## config.mk

```make
export PLATFORM = sky130hd
export DESIGN_NAME = boot_sequencer
export DESIGN_NICKNAME = d
export VERILOG_FILES = /design/src/rtl/boot_sequencer.sv
export SDC_FILE = /design/constraint.sdc
export NUM_CORES = 1
export LEC_CHECK = 0
export ABC_CLOCK_PERIOD_IN_PS = 2200
export BUFFER_PORTS_ARGS = -buffer_cell sky130_fd_sc_hd__buf_2
export CORE_AREA = 2 2 101 103
export DETAILED_ROUTE_END_ITERATION = 8
export DIE_AREA = 0 0 103 105
export SYNTH_ARGS = -nofsm -noshare
export SYNTH_HDL_FRONTEND = slang
export SYNTH_SLANG_ARGS = --single-unit
```

## constraint.sdc

```tcl
create_clock -name clk -period 2.2 [get_ports clk]
set_input_delay 0.44 -clock clk [delete_from_list [all_inputs] [get_ports clk]]
set_output_delay 0.44 -clock clk [all_outputs]
set_load 0.03 [all_outputs]
```

## src/rtl/boot_sequencer.sv

```systemverilog
// Boot sequencer: holds the CPU in reset while the start-up ROM is copied into
// instruction memory and the data region is zero-filled, then releases the CPU.
module boot_sequencer #(
  parameter int ROM_WORDS   = 12,
  parameter int CLEAR_BYTES = 1024
) (
  input  logic        clk,
  input  logic        rst,
  input  logic        reboot,
  output logic [31:0] rom_addr,
  input  logic [31:0] rom_data,
  output logic        imem_we,
  output logic [31:0] imem_addr,
  output logic [31:0] imem_wdata,
  input  logic        cpu_dmem_we,
  input  logic [31:0] cpu_dmem_addr,
  input  logic [31:0] cpu_dmem_wdata,
  output logic        dmem_we,
  output logic [31:0] dmem_addr,
  output logic [31:0] dmem_wdata,
  output logic        cpu_rst,
  output logic        done
);

  localparam int CLEAR_WORDS = CLEAR_BYTES / 4;
  localparam int MAX_WORDS   = (ROM_WORDS > CLEAR_WORDS) ? ROM_WORDS : CLEAR_WORDS;
  localparam int IDX_W       = (MAX_WORDS > 1) ? $clog2(MAX_WORDS) : 1;

  localparam logic [IDX_W-1:0] COPY_LAST  = IDX_W'((ROM_WORDS > 0) ? ROM_WORDS - 1 : 0);
  localparam logic [IDX_W-1:0] CLEAR_LAST = IDX_W'((CLEAR_WORDS > 0) ? CLEAR_WORDS - 1 : 0);

  typedef enum logic [1:0] {
    ST_COPY,
    ST_CLEAR,
    ST_RELEASE,
    ST_RUN
  } state_t;

  // Empty phases are skipped so a pass always starts in the first non-empty one.
  localparam state_t START_STATE = (ROM_WORDS > 0)   ? ST_COPY  :
                                   (CLEAR_WORDS > 0) ? ST_CLEAR : ST_RELEASE;
  localparam state_t AFTER_COPY  = (CLEAR_WORDS > 0) ? ST_CLEAR : ST_RELEASE;

  state_t           state_q, state_d;
  logic [IDX_W-1:0] idx_q, idx_d;
  logic [31:0]      byte_addr;

  assign byte_addr = {{(30 - IDX_W){1'b0}}, idx_q, 2'b00};

  always_ff @(posedge clk) begin
    if (rst) begin
      state_q <= START_STATE;
      idx_q   <= '0;
    end else begin
      state_q <= state_d;
      idx_q   <= idx_d;
    end
  end

  always_comb begin
    state_d = state_q;
    idx_d   = idx_q;
    case (state_q)
      ST_COPY: begin
        if (idx_q == COPY_LAST) begin
          state_d = AFTER_COPY;
          idx_d   = '0;
        end else begin
          idx_d = idx_q + IDX_W'(1);
        end
      end
      ST_CLEAR: begin
        if (idx_q == CLEAR_LAST) begin
          state_d = ST_RELEASE;
          idx_d   = '0;
        end else begin
          idx_d = idx_q + IDX_W'(1);
        end
      end
      ST_RELEASE: state_d = ST_RUN;
      ST_RUN: begin
        if (reboot) begin
          state_d = START_STATE;
          idx_d   = '0;
        end
      end
      default: begin
        state_d = START_STATE;
        idx_d   = '0;
      end
    endcase
  end

  // Outputs depend only on registered state, so rst/reboot never reach them combinationally.
  always_comb begin
    rom_addr   = '0;
    imem_we    = 1'b0;
    imem_addr  = '0;
    imem_wdata = '0;
    dmem_we    = 1'b0;
    dmem_addr  = '0;
    dmem_wdata = '0;
    cpu_rst    = 1'b1;
    done       = 1'b0;
    case (state_q)
      ST_COPY: begin
        rom_addr   = byte_addr;
        imem_we    = 1'b1;
        imem_addr  = byte_addr;
        imem_wdata = rom_data;
      end
      ST_CLEAR: begin
        dmem_we   = 1'b1;
        dmem_addr = byte_addr;
      end
      ST_RUN: begin
        cpu_rst    = 1'b0;
        done       = 1'b1;
        dmem_we    = cpu_dmem_we;
        dmem_addr  = cpu_dmem_addr;
        dmem_wdata = cpu_dmem_wdata;
      end
      default: ;
    endcase
  end

endmodule

```

==> results.py <==
metrics = {
    "clock_tree": {
        "root_buffer": "clkbuf_8",
        "clk_pin_slew_ns": 0.05,
        "cts_setup_buffers": 0,
        "htree_levels": 1,
        "hold_buffers": 0,
        "tritoncts": "yes",
        "clock_sinks": 10,
        "clock_latency_ns": 0.24,
        "cts_buffers": 3,
        "clock_path_buffers": 2,
    },
    "global_route": {
        "grt-ovfl-total": 0,
        "grt_max_degree": 53,
        "antenna_found_initial": 0,
        "grt_pass1_vias": 1903,
        "grt_use_total_pct": 10.06,
        "grt_pass1_wl_um": 8694,
    },
    "placed_design": {
        "io_buffers": 215,
        "place_congestion": 0.8965,
        "dp_hpwl_um": 5297,
        "placed_cells": 569,
    },
    "die": {
        "ios": 264,
        "dieHeight_um": 105,
        "die_x_um": 103,
        "core_region_area_um2": 9639,
        "start_util_pct": 18.56,
        "die_area_um2": 10820,
        "rows": 36,
    },
    "hold_path": {
        "hp-class": "input port to flip-flop",
        "min_path_cells": 3,
        "min_from": "rst",
        "holdPathEnd": "state_q[0]",
    },
    "critical_path": {
        "cp-start-kind": "flip-flop",
        "reg2reg_setup_slack_ns": 0.33,
        "rr_endpoint": "idx_q[0]",
        "r2r_start": "state_q[1]",
        "r2r_cells": 5,
        "crit_required_ns": 1.76,
        "cp.arrival_ns": 1.60,
        "endpoint_kind": "output pin",
        "critPathMaxFanout": 42,
        "setup.worst_path.class": "flip-flop to output pin",
    },
    "cells_and_area": {
        "areaGrowthSynthToFinish_pct": 57.41,
        "final_core_util_pct": 29.22,
        "n_fill_cell": 1086,
        "instances_no_fill": 573,
        "finalNetCount": 547,
        "diodes": 0,
        "multiInputGateArea_um2": 1261,
        "final_layout_size_suffix_gt1_share_pct": 52.27,
        "register_area_um2": 200.2,
    },
    "sta": {
        "relSlewSlack_pct": 65.07,
        "setup_tns_ns": 0,
        "min_period_ns": 2.037,
        "tightest_slew_ns": 0.5222,
        "maxSlewViolCount": 0,
        "post-route-period-util_pct": 92.57,
        "grt_setup_unrepaired": "false",
        "hold_viol": 0,
        "fmax_mhz": 491.0,
        "setup_viol": 0,
        "fin_skew_ns": 0.0003271,
    },
    "status": {
        "outcome": "complete, no violations",
    },
    "logic_synthesis": {
        "yosys_warnings": 0,
        "syn_inst": 243,
        "ys_ff_latch": 10,
        "syn_area_per_cell_um2": 7.363,
        "ys_types": 33,
        "netlist_area_um2": 1789,
        "ys_seq_area_share_pct": 11.19,
    },
    "drt": {
        "drtIter0Drc": 43,
        "wl_per_cell_um": 10.70,
        "wl_um": 6133,
        "final_antenna_net_count": 0,
        "first_pass_iters": 4,
        "drc": 0,
        "num_vias": 2136,
        "vias_per_cell": 3.728,
    },
    "power": {
        "leakagePower_nw": 1.697,
        "ir_drop_uv": 212.6,
        "power.density_nw_per_um2": 509.7,
    },
    "flow_run": {
        "cap_violations": 0,
    },
}
==> cell usage in the layout, fill, tap and decap left out <==
cell,netlist,routed
nand3_1,3,3
ha_1,6,5
conb_1,1,48
and2_2,1,1
buf_4,56,3
buf_2,1,215
dfxtp_1,10,10
a21o_1,1,1
o21a_4,1,1
o41ai_4,1,1
o21ai_0,1,1
nor4b_1,3,3
nor4_1,4,4
nor2b_1,1,1
nor3_1,1,1
clkbuf_8,0,4
o21a_1,2,2
nand4_2,1,1
nor3b_1,2,2
o31a_1,1,1
a22o_2,1,1
a211oi_1,1,1
ha_4,0,1
inv_1,4,4
buf_12,0,1
o31a_2,1,1
nand2_1,3,3
xnor2_1,7,7
nor2_1,9,9
and2_1,95,95
a21oi_1,1,1
a21boi_1,1,1
a22o_1,7,7
==> report_power, final <==
group | internal [mW] | leakage [nW] | total [mW] | switching [mW]
Combinational | 0.303 | 1.59 | 0.974 | 0.671
Sequential | 0.203 | 0.0812 | 0.233 | 0.0305
Clock | 0.157 | 0.0288 | 0.228 | 0.0711
==> what timing repair did <==
item / CTS / global route
gates resized for setup: 0 / 1
endpoints found under the setup margin: 0 / 2
hold endpoints to repair: 0 / 0
==> metrics by stage <==
step	worst slack [ns]	power, mW	hold slack, ns	area [um^2]
floorplan	0.1520	1.045	0.4907	1966
global placement	0.4057	1.210	0.5093	2751
detailed placement	0.3448	1.220	0.5331	2751
CTS	0.1245	1.451	0.5295	2806
global route	0.04650	1.535	0.5397	2816
finish	0.1635	1.436	0.5278	2816
==> synthesized netlist by cell type <==
master | instances | area [um^2]
a21oi_1 | 1 | 5.000
nor2b_1 | 1 | 6.260
a21o_1 | 1 | 7.510
nand2_1 | 3 | 11.26
a211oi_1 | 1 | 7.510
clkbuf_1 | 13 | 48.80
inv_1 | 4 | 15.01
and2_1 | 95 | 594.3
o31a_1 | 1 | 8.760
a22o_1 | 7 | 61.31
o41ai_4 | 1 | 27.53
a21boi_1 | 1 | 7.510
dfxtp_1 | 10 | 200.2
xnor2_1 | 7 | 61.31
nor2_1 | 9 | 33.78
ha_1 | 6 | 75.07
nor3b_1 | 2 | 15.01
nor4b_1 | 3 | 26.28
buf_6 | 2 | 22.52
conb_1 | 1 | 3.750
nand3_1 | 3 | 15.01
o21a_4 | 1 | 15.01
buf_2 | 1 | 5.000
nand4_2 | 1 | 12.51
and2_2 | 1 | 7.510
o21ai_0 | 1 | 5.000
nor4_1 | 4 | 25.02
o21a_1 | 2 | 15.01
clkbuf_2 | 1 | 5.000
buf_4 | 56 | 420.4
nor3_1 | 1 | 5.000
a22o_2 | 1 | 10.01
o31a_2 | 1 | 10.01
==> critical path, cell delays in order (launching register included) <==
cell and delay, ns:
dfxtp_1 0.41, inv_1 0.11, ha_1 0.20, buf_4 0.22, and2_2 0.23, buf_2 0.17
==> area by class of cell <==
| cell class | instances | area share, % |
|---|---|---|
| inverters | 4 | 0.5331 |
| repair buffers | 219 | 39.72 |
| flip-flops and latches | 10 | 7.108 |
| well taps | 133 | 5.909 |
| multi-input cells | 203 | 44.78 |
| clock buffers | 4 | 1.955 |
==> logic make-up after synthesis <==
group,count (synthesis),synth area share (%)
buffers and inverters,77,28.88
other,1,0.2096
AND/OR/NAND/NOR,123,42.03
XOR/XNOR,7,3.427
adder cells (fa/ha/maj),6,4.196
AO/OA/AOI/OAI,19,10.07
flip-flops,10,11.19
==> worst max-delay path by stage <==
stage                    start             to  slack, ns  cells past startpoint
detailed placement  state_q[1]       idx_q[0]       0.34                      5
global route        state_q[1]    rom_addr[9]       0.05                      5
finish              state_q[0]    rom_addr[7]       0.16                      5
floorplan           state_q[0]    rom_addr[9]       0.15                      5
CTS                 state_q[1]  dmem_addr[17]       0.12                      4
global placement    state_q[1]       idx_q[4]       0.41                      5
==> sequential cells by signal, summed over array words and instances, names as in the netlist <==
signal   cells
idx_q        8
state_q      2
==> per-layer routing <==
metal | vias up | wire length, um | GRT usage, %
met5 | - | 0 | 0
met4 | 0 | 55 | 2.538
met3 | 4 | 594 | 2.475
met2 | 144 | 3432 | 20.87
met1 | 932 | 2052 | 9.256
li1 | 1056 | - | -
Power figures use the tool's default switching activity.
